<file path="src/rtl/spi_reg_ctrl.sv">
// spi_reg_ctrl: command sequencer between the SPI serdes and the control
// register bus. Each received packet becomes one bus read or write (or a
// NOP), and the response packet is loaded into the serdes for shift-out
// during the next SPI packet. Burst access uses an auto-incrementing
// pointer, every bus access is bounded by a timeout, and timeouts and
// dropped packets are reported in the response status byte.
module spi_reg_ctrl #(
    parameter int DATA_WIDTH = 32,
    parameter int TIMEOUT    = 16    // legal range 1..255
) (
    input  logic                    clk,
    input  logic                    rst,
    // serdes side
    input  logic [DATA_WIDTH+7:0]   rx_data,
    input  logic                    rx_valid,
    output logic [DATA_WIDTH+7:0]   tx_data,
    output logic                    tx_load,
    // register bus side
    output logic                    bus_req,
    output logic                    bus_we,
    output logic [5:0]              bus_addr,
    output logic [DATA_WIDTH-1:0]   bus_wdata,
    input  logic                    bus_ack,
    input  logic [DATA_WIDTH-1:0]   bus_rdata,
    // status
    output logic                    busy
);

    localparam int         PKT_W    = DATA_WIDTH + 8;
    localparam logic [7:0] CNT_LAST = 8'(TIMEOUT - 1);
    localparam logic [5:0] NOP_ADDR = 6'h3F;

    typedef enum logic [1:0] {
        IDLE   = 2'd0,
        ACCESS = 2'd1,
        RESP   = 2'd2
    } state_t;

    state_t                  state_q, state_d;
    logic [5:0]              ptr_q, ptr_d;
    logic                    we_q, we_d;
    logic [5:0]              addr_q, addr_d;
    logic [DATA_WIDTH-1:0]   wdata_q, wdata_d;
    logic [7:0]              cnt_q, cnt_d;
    logic                    ov_q, ov_d;
    logic [PKT_W-1:0]        tx_data_q, tx_data_d;
    logic                    tx_load_q, tx_load_d;
    logic                    bus_req_q, bus_req_d;
    logic                    busy_q, busy_d;

    // Header decode of the incoming packet.
    logic [7:0]              hdr;
    logic                    hdr_w;
    logic                    hdr_p;
    logic [5:0]              hdr_addr;
    logic                    hdr_nop;

    assign hdr      = rx_data[PKT_W-1:DATA_WIDTH];
    assign hdr_w    = hdr[7];
    assign hdr_p    = hdr[6];
    assign hdr_addr = hdr_p ? ptr_q : hdr[5:0];
    // Only an explicit-address read of 0x3F is a NOP; a pointer read that
    // happens to land on 0x3F is a real access.
    assign hdr_nop  = !hdr_w && !hdr_p && (hdr[5:0] == NOP_ADDR);

    // Response assembly helpers, driven from the next-state logic.
    logic                    load;
    logic                    resp_to;
    logic [4:0]              resp_addr;
    logic [DATA_WIDTH-1:0]   resp_data;
    logic                    ov_set;

    // Next-state, datapath and output decode for the sequencer.
    always_comb begin
        // NOTE: every variable gets a default before the case so that no
        // path leaves it unassigned, which would otherwise infer a latch.
        state_d   = state_q;
        ptr_d     = ptr_q;
        we_d      = we_q;
        addr_d    = addr_q;
        wdata_d   = wdata_q;
        cnt_d     = cnt_q;
        ov_d      = ov_q;
        tx_data_d = tx_data_q;
        load      = 1'b0;
        resp_to   = 1'b0;
        resp_addr = addr_q[4:0];
        resp_data = '0;

        // A packet arriving outside IDLE (including the RESP cycle) is lost.
        ov_set = rx_valid && (state_q != IDLE);

        case (state_q)
            IDLE: begin
                if (rx_valid) begin
                    if (hdr_nop) begin
                        // No bus access: the bus registers and pointer keep
                        // their values and the response is built right away.
                        state_d   = RESP;
                        load      = 1'b1;
                        resp_addr = NOP_ADDR[4:0];
                    end else begin
                        state_d = ACCESS;
                        we_d    = hdr_w;
                        addr_d  = hdr_addr;
                        wdata_d = rx_data[DATA_WIDTH-1:0];
                        cnt_d   = '0;
                        ptr_d   = hdr_addr + 6'd1;
                    end
                end
            end

            ACCESS: begin
                // Ack is tested first so an ack on the expiry cycle wins.
                if (bus_ack) begin
                    state_d   = RESP;
                    load      = 1'b1;
                    resp_data = we_q ? wdata_q : bus_rdata;
                end else if (cnt_q == CNT_LAST) begin
                    state_d   = RESP;
                    load      = 1'b1;
                    resp_to   = 1'b1;
                end else begin
                    cnt_d = cnt_q + 8'd1;
                end
            end

            RESP: begin
                state_d = IDLE;
            end

            default: begin
                state_d = IDLE;
            end
        endcase

        // TO is raised and reported on the same edge, so it needs no storage
        // of its own; OV is sticky until it is placed into a response, and an
        // overrun in the loading cycle itself is reported immediately.
        if (load) begin
            tx_data_d = {1'b1, resp_to, ov_q | ov_set, resp_addr, resp_data};
            ov_d      = 1'b0;
        end else if (ov_set) begin
            ov_d = 1'b1;
        end

        // Outputs are registered from the next state so nothing on the
        // serdes or bus inputs reaches an output combinationally.
        tx_load_d = load;
        bus_req_d = (state_d == ACCESS);
        busy_d    = (state_d != IDLE);
    end

    // State and output registers with synchronous reset.
    always_ff @(posedge clk) begin
        // NOTE: sequential state is updated with non-blocking assignments so
        // every register samples the pre-edge values regardless of order.
        if (rst) begin
            state_q   <= IDLE;
            ptr_q     <= '0;
            we_q      <= 1'b0;
            addr_q    <= '0;
            wdata_q   <= '0;
            cnt_q     <= '0;
            ov_q      <= 1'b0;
            tx_data_q <= '0;
            tx_load_q <= 1'b0;
            bus_req_q <= 1'b0;
            busy_q    <= 1'b0;
        end else begin
            state_q   <= state_d;
            ptr_q     <= ptr_d;
            we_q      <= we_d;
            addr_q    <= addr_d;
            wdata_q   <= wdata_d;
            cnt_q     <= cnt_d;
            ov_q      <= ov_d;
            tx_data_q <= tx_data_d;
            tx_load_q <= tx_load_d;
            bus_req_q <= bus_req_d;
            busy_q    <= busy_d;
        end
    end

    assign tx_data   = tx_data_q;
    assign tx_load   = tx_load_q;
    assign bus_req   = bus_req_q;
    assign bus_we    = we_q;
    assign bus_addr  = addr_q;
    assign bus_wdata = wdata_q;
    assign busy      = busy_q;

endmodule

</file>
<file path="config.mk">
export PLATFORM = sky130hd
export DESIGN_NAME = spi_reg_ctrl
export DESIGN_NICKNAME = d
export VERILOG_FILES = /design/src/rtl/spi_reg_ctrl.sv
export SDC_FILE = /design/constraint.sdc
export NUM_CORES = 1
export LEC_CHECK = 0
export CAP_MARGIN = 10
export CORE_MARGIN = 2
export CORE_UTILIZATION = 45
export DETAILED_ROUTE_END_ITERATION = 12
export PLACE_DENSITY = 0.82
export SLEW_MARGIN = 20
export SYNTH_ARGS = -nofsm -noshare
export SYNTH_HDL_FRONTEND = slang
export SYNTH_SLANG_ARGS = --single-unit
</file>
<file path="constraint.sdc">
create_clock -name clk -period 5.1 [get_ports clk]
set_input_delay 1.02 -clock clk [delete_from_list [all_inputs] [get_ports clk]]
set_output_delay 1.02 -clock clk [all_outputs]
set_load 0.05 [all_outputs]
</file>
==> results.md, run 1 <==
- Status: finished, final reports clean
- Post-synthesis sequential area ratio: 48.3%
- Clock Tree Buf Depth: 2
- Vias: 3,943
- ANT nets after route: 0
- Met3 wire length: 935 um
- Setup Viol. Count Final: 0
- Cell taking the most area after synthesis: dfxtp_1
- RSZ-0062 raised after global routing: false
- Post-CTS Resized: 0
- Port Buf Inserts: 157
- Critical path arrival: 3.65 ns
- Routed WL per cell: 16.7 um
- DR vias/cell: 5.67
- Top FF cell, synth: dfxtp_1
- P_leak: 2.06 nW
- Worst min path class: register to register
- Clock latency at the later pin of the worst-skew pair: 0.35 ns
- Post-synth top area share: 48.3%
- Mapped Area: 4100 um2
- Crit path kind: input pin to register
- Gr ovfl total: 0
- First-pass GRT wire length: 18.9 mm
- Period utilization: 66.4%
- Total negative slack: 0 ns
- Top post-synthesis cells by area: dfxtp_1, mux2i_1, nand2_1
- Critical path peak fanout: 23
- Post-synth EDFFs: 0
- Placed Area: 5670 um2
- Initial antenna violation count: 0
- Die area: 9890 um2
- Vias in the first global route: 3,834
- Final Slew Violations: 0
- Root Buffer: clkbuf_8
- CP endpoint kind: register
- DRT iter0 DRCs: 219
- Layout area overhead: 43.9%
- Total power: 1.80 mW
- Die width: 99.5 um
- ANT cells: 0
- Met2 wire length: 5.66 mm
- Detailed-placement wirelength estimate: 8.42 mm
- Async set or reset register ratio after synthesis: 0%
- Clock slew seen by the registers of the worst setup and hold paths: 0.08 ns
- Endpoints failing hold: 0
- Commonest non-fill, non-tap cell in the layout: clkdlybuf4s50_1
- Share of layout cells above drive strength 1: 4.94%
- Clock Sink Count: 99
- Power Density: 304 nW/um2
- Cell variety after synth: 49
- Seq pwr share: 47.4%
- Logic pwr share: 21.6%
- Synthesized netlist cell count: 442
- Worst path required time: 5.36 ns
- Mean Syn Cell Area: 9.28 um2
- Max-cap violations: 0
- Switching share of total power: 29.8%
- I/O pin cnt: 158
- Post-layout net count: 660
- Slowest CP cell: a211oi_4
- Final WS setup: 1.71 ns
- Initial core utilization: 46.8%
- Die Span Y: 99.5 um
- Max incr delay on CP: 0.88 ns
- Commonest non-fill, non-tap cells in the layout: clkdlybuf4s50_1, dfxtp_1, nand2_1, a21oi_1, mux2i_1
- Synthesized flop and latch total: 99
- CTS tree: yes
- Worst-Margin Slew: 1.07 ns
- Routed WL: 11.6 mm
- Crit-path cells: clkdlybuf4s50_1 > nand4b_1 > nor3_4 > a211oi_4 > buf_4 > o2bb2ai_1
- Drt first pass iters: 5
- RePlAce Congestion: 0.857
- Final clock skew: 0.0120 ns
- FMAX: 295 MHz
- Inserted Clock Buffers: 9
- Post-route cell area: 5900 um2
- Cts hold-fix bufs: 0
- Setup Buffers After CTS: 0
- YS warnings: 0
- Net Switching: 534 uW
- Critical path launch point type: input pin
- All-layer global routing usage: 23.5%
- Clock power frac: 31.0%
- Routed met1 length: 4.69 mm
- CORE AREA: 8760 um2
- Drc violations: 0
- Cell-internal power: 1.26 mW
- Worst hold margin: 0.468 ns
- Peak supply drop: 0.179 mV
- Fin crit period: 3.39 ns
- Pre-CTS WS: 1.35 ns
- Relative slew slack: 28.9%
- Largest net degree at the start of global routing: 66
- Syn_nets: 520
- Htree depth: 3
- Rows: 34
- Top Metal Used: met4
stage by stage:
step,utilization (%),std cells
2_1_floorplan,-,442
3_3_place_gp,64.7,679
3_5_place_dp,64.7,679
4_1_cts,67.3,695
5_1_grt,67.3,695
6_report,67.3,695
metal layers:
metal / up-vias / GRT usage, %
li1: 1885 / -
met1: 1861 / 29.4
met2: 175 / 39.8
met3: 22 / 5.13
met4: 0 / 8.54
met5: - / 0
power by group through the flow:
stage	Sequential [mW]	Combinational (mW)	Clock (mW)
after floorplan	0.971	0.127	0
after global placement	0.869	0.381	0
after detailed placement	0.869	0.387	0
after CTS	0.852	0.388	0.569
after global routing	0.858	0.411	0.599
final	0.852	0.387	0.557
logic make-up (layout without fill, tap and decap cells):
kind of cell	count (synthesis)	after routing	share of synthesized area [%]
buffers and inverters	38	183	4.70
DFF	99	99	48.3
xor gates and xnor gates	1	1	0.214
AOI/OAI and AO/OA	133	133	21.8
adders and majority gates	2	2	0.610
muxes	38	38	9.31
and+or+nand+nor	131	131	15.0
synth_stat cells (all sizes together), types with 2 or more instances:
| library cell | number |
|---|---|
| dfxtp | 99 |
| nand2 | 80 |
| a21oi | 54 |
| mux2i | 37 |
| o2bb2ai | 32 |
| clkbuf | 18 |
| buf | 15 |
| o21ai | 12 |
| nand3 | 10 |
| nor2 | 10 |
| a211oi | 9 |
| a31oi | 7 |
| nor3 | 7 |
| inv | 5 |
| nand4 | 4 |
| and3 | 3 |
| o211ai | 3 |
| o31ai | 3 |
| and4 | 2 |
| ha | 2 |
| nand2b | 2 |
| nand4b | 2 |
| nor2b | 2 |
| nor3b | 2 |
| o21a | 2 |
| o221ai | 2 |
sequential cells by signal, indices dropped and copies added (netlist names):
register and count:
busy 1, tx_data 40, bus_we 1, tx_load 1, bus_req 1, state_q 2
bus_addr 6, ov_q 1, cnt_q 8, ptr_q 6, bus_wdata 32
area by class of cell:
| class | count | area [um2] |
|---|---|---|
| clock inverters | 5 | 85.1 |
| well taps | 108 | 135 |
| fillers | 701 | 2860 |
| multi-input cells | 305 | 1930 |
| clock buffers | 11 | 141 |
| repair buffers | 162 | 1600 |
| flip-flops and latches | 99 | 1980 |
| inverters | 5 | 18.8 |
critical path, delay by kind of cell:
family	cells	cell delay, ns
buffers and inverters	2	1.16
AOI/OAI and AO/OA	2	1.01
and+or+nand+nor	2	0.47
final timing paths:
kind / slack (ns) / end / from / depth (start not counted)
max: 1.71 / tx_data[31] / rx_data[38] / 6
min: 0.47 / tx_data[39] / tx_data[39] / 2
max reg2reg: 2.49 / tx_data[31] / cnt_q[0] / 6
min reg2reg: 0.47 / tx_data[39] / tx_data[39] / 2
No activity file was read; power rests on OpenSTA's default activity.
==> run 2, diff against run 1 <==
--- a/config.mk
+++ b/config.mk
@@ -7,9 +7,9 @@
 export LEC_CHECK = 0
 export CAP_MARGIN = 10
 export CORE_MARGIN = 2
-export CORE_UTILIZATION = 45
+export CORE_UTILIZATION = 40
 export DETAILED_ROUTE_END_ITERATION = 12
-export PLACE_DENSITY = 0.82
+export PLACE_DENSITY = 0.77
 export SLEW_MARGIN = 20
 export SYNTH_ARGS = -nofsm -noshare
 export SYNTH_HDL_FRONTEND = slang
==> constraint.sdc (replaced) <==
create_clock -name clk -period 2.73 [get_ports clk]
set_input_delay 0.546 -clock clk [delete_from_list [all_inputs] [get_ports clk]]
set_output_delay 0.546 -clock clk [all_outputs]
set_load 0.05 [all_outputs]
==> run 2 against run 1 <==
Compared with the run above: sequential share of layout area shrank 0.75 points; cell area grew 2.3%; clock skew shrank 0.0019 ns; critical path depth is the same; hold slack lost 0.014 ns; sequential cell count is the same; via count shrank 1.1%.
==> results.md, run 2 (synthesis gave the netlist of run 1 again) <==
- Switching share of total power: 30.9% (+1.1 points)
- DR vias/cell: 5.29 (-6.8%)
- ANT nets after route: 0 (unchanged)
- Final clock skew: 0.0100 ns (-0.00191 ns)
- Inserted Clock Buffers: 9 (unchanged)
- Worst min path class: register to register
- Root Buffer: clkbuf_8
- Critical path launch point type: register
- Clock Sink Count: 99 (unchanged)
- Drt first pass iters: 4 (-1)
- Layout area overhead: 47.2%
- Peak supply drop: 0.244 mV (+37%)
- Gr ovfl total: 0 (unchanged)
- Initial antenna violation count: 0 (unchanged)
- Routed WL: 11.5 mm (-0.92%)
- P_leak: 2.13 nW (+3.3%)
- Total power: 3.25 mW (+81%)
- Clock power frac: 28.1% (-2.9 points)
- Total negative slack: 0 ns (unchanged)
- CTS tree: yes
- Initial core utilization: 41.6% (-5.2 points)
- CORE AREA: 9860 um2 (+13%)
- All-layer global routing usage: 20.8% (-2.6 points)
- Rows: 36 (+5.9%)
- Die width: 105 um (+5.8%)
- Clock latency at the later pin of the worst-skew pair: 0.36 ns (about the same)
- Max-cap violations: 0 (unchanged)
- RePlAce Congestion: 0.885 (+3.3%)
- RSZ-0062 raised after global routing: false
- Seq pwr share: 48.5% (+1.1 points)
- Footprint of the multi-input gates: 1930 um2 (unchanged)
- Die area: 11,100 um2 (+12%)
- Drc violations: 0 (unchanged)
- Detailed-placement wirelength estimate: 8.26 mm (-1.9%)
- Routed WL per cell: 15.6 um (-6.6%)
- Flip-flop count of the largest register after layout: 40 (unchanged)
- Vias: 3,899 (-1.1%)
- FMAX: 426 MHz
- Share of layout cells above drive strength 1: 7.62% (+2.7 points)
- Post-CTS Resized: 0 (unchanged)
- I/O pin cnt: 158 (unchanged)
- Logic pwr share: 23.4% (+1.8 points)
- Worst path required time: 3.03 ns (-2.33 ns)
- Worst-Margin Slew: 0.940 ns (-0.127 ns)
- Fin crit period: 2.35 ns
- Setup Viol. Count Final: 0 (unchanged)
- Endpoints failing hold: 0 (unchanged)
- Htree depth: 3 (unchanged)
- First-pass GRT wire length: 18.9 mm (+0.11%)
- Critical path arrival: 2.64 ns (-1.01 ns)
- Vias in the first global route: 3,816 (-0.47%)
- Power Density: 538 nW/um2 (+77%)
- Die Span Y: 105 um (+5.8%)
- Critical path peak fanout: 20 (-13%)
- Cts hold-fix bufs: 0 (unchanged)
- Largest net degree at the start of global routing: 57 (-14%)
- Fillers: 849 (+21%)
- ANT cells: 0 (unchanged)
- Period utilization: 86.1%
- Relative slew slack: 37.1% (+8.3 points)
- Setup Buffers After CTS: 0 (unchanged)
- Port Buf Inserts: 157 (unchanged)
- Placed Area: 5850 um2 (+3.2%)
- CP endpoint kind: register
- Clock Tree Buf Depth: 2 (unchanged)
- FF+latch area: 1980 um2 (unchanged)
- DRT iter0 DRCs: 208 (-5.0%)
- Final Slew Violations: 0 (unchanged)
- Cell-internal power: 2.24 mW (+78%)
- Crit path kind: register to register
- Commonest non-fill, non-tap cell in the layout: clkdlybuf4s50_1
- Clock slew seen by the registers of the worst setup and hold paths: 0.10 ns (+0.02 ns)
- Post-layout net count: 678 (+2.7%)
- Post-route cell area: 6040 um2 (+2.3%)
- Commonest non-fill, non-tap cells in the layout: clkdlybuf4s50_1, dfxtp_1, nand2_1, a21oi_1, mux2i_1
- Status: finished, final reports clean
- Net Switching: 1.00 mW (+87%)
==> run 2: cell count changes in the layout (fill, tap and decap cells not counted) <==
cell / previous run / this run
buf_12: 0 / 1
buf_4: 5 / 22
clkinv_2: 0 / 2
bufinv_16: 2 / 1
clkbuf_8: 10 / 9
clkinv_4: 1 / 0
clkinvlp_4: 1 / 2
inv_6: 1 / 0
==> run 2: worst paths after layout <==
kind                                  start  cells after the start     endpoint  slack [ns]
worst max-delay path               cnt_q[0]                      6  tx_data[10]        0.38
worst min-delay path            tx_data[39]                      2  tx_data[39]        0.45
worst max register to register     cnt_q[0]                      6  tx_data[10]        0.38
worst min register to register  tx_data[39]                      2  tx_data[39]        0.45
==> run 2: metrics by stage <==
step / setup WS, ns / utilization [%] / hold WS, ns / std cells
after floorplan: 0.745 / - / 0.442 / 442
after global placement: 0.129 / 59.3 / 0.440 / 722
after detailed placement: 0.0426 / 59.3 / 0.445 / 722
after CTS: 0.347 / 61.2 / 0.459 / 737
after global routing: 0.167 / 61.2 / 0.488 / 737
final: 0.380 / 61.2 / 0.454 / 737
==> run 2: power groups by stage <==
| stage | logic, mW | clock network (mW) | registers, mW |
|---|---|---|---|
| CTS | 0.764 | 0.943 | 1.57 |
| global placement | 0.752 | 0 | 1.60 |
| detailed placement | 0.763 | 0 | 1.61 |
| finish | 0.760 | 0.911 | 1.57 |
| global route | 0.809 | 1.00 | 1.59 |
| floorplan | 0.237 | 0 | 1.81 |
==> run 2: critical path, stage by stage, from the launching register on <==
cell and delay (ns):
dfxtp_1 0.34, ha_1 0.24, and3_1 0.21, a21o_2 0.22, a211oi_4 0.80, buf_4 0.34
o2bb2ai_1 0.13
==> run 2: per-layer routing <==
layer / vias up / part of all wire [%] / GRT usage [%] / wire, um
met2: 136 / 49 / 35.1 / 5620
met3: 8 / 6.4 / 4.45 / 737
met1: 1836 / 44 / 26.4 / 5010
met5: - / 0 / 0 / 0
met4: 0 / 0.91 / 7.14 / 104
li1: 1919 / - / - / -
==> run 2: cell type report <==
cell class / instances / area share, %
Clock buffer: 10 / 2.11
Clock inverter: 5 / 0.912
Inverter: 5 / 0.311
Multi-Input combinational cell: 305 / 32.0
Sequential cell: 99 / 32.9
Tap cell: 133 / 2.76
Timing Repair Buffer: 180 / 29.0
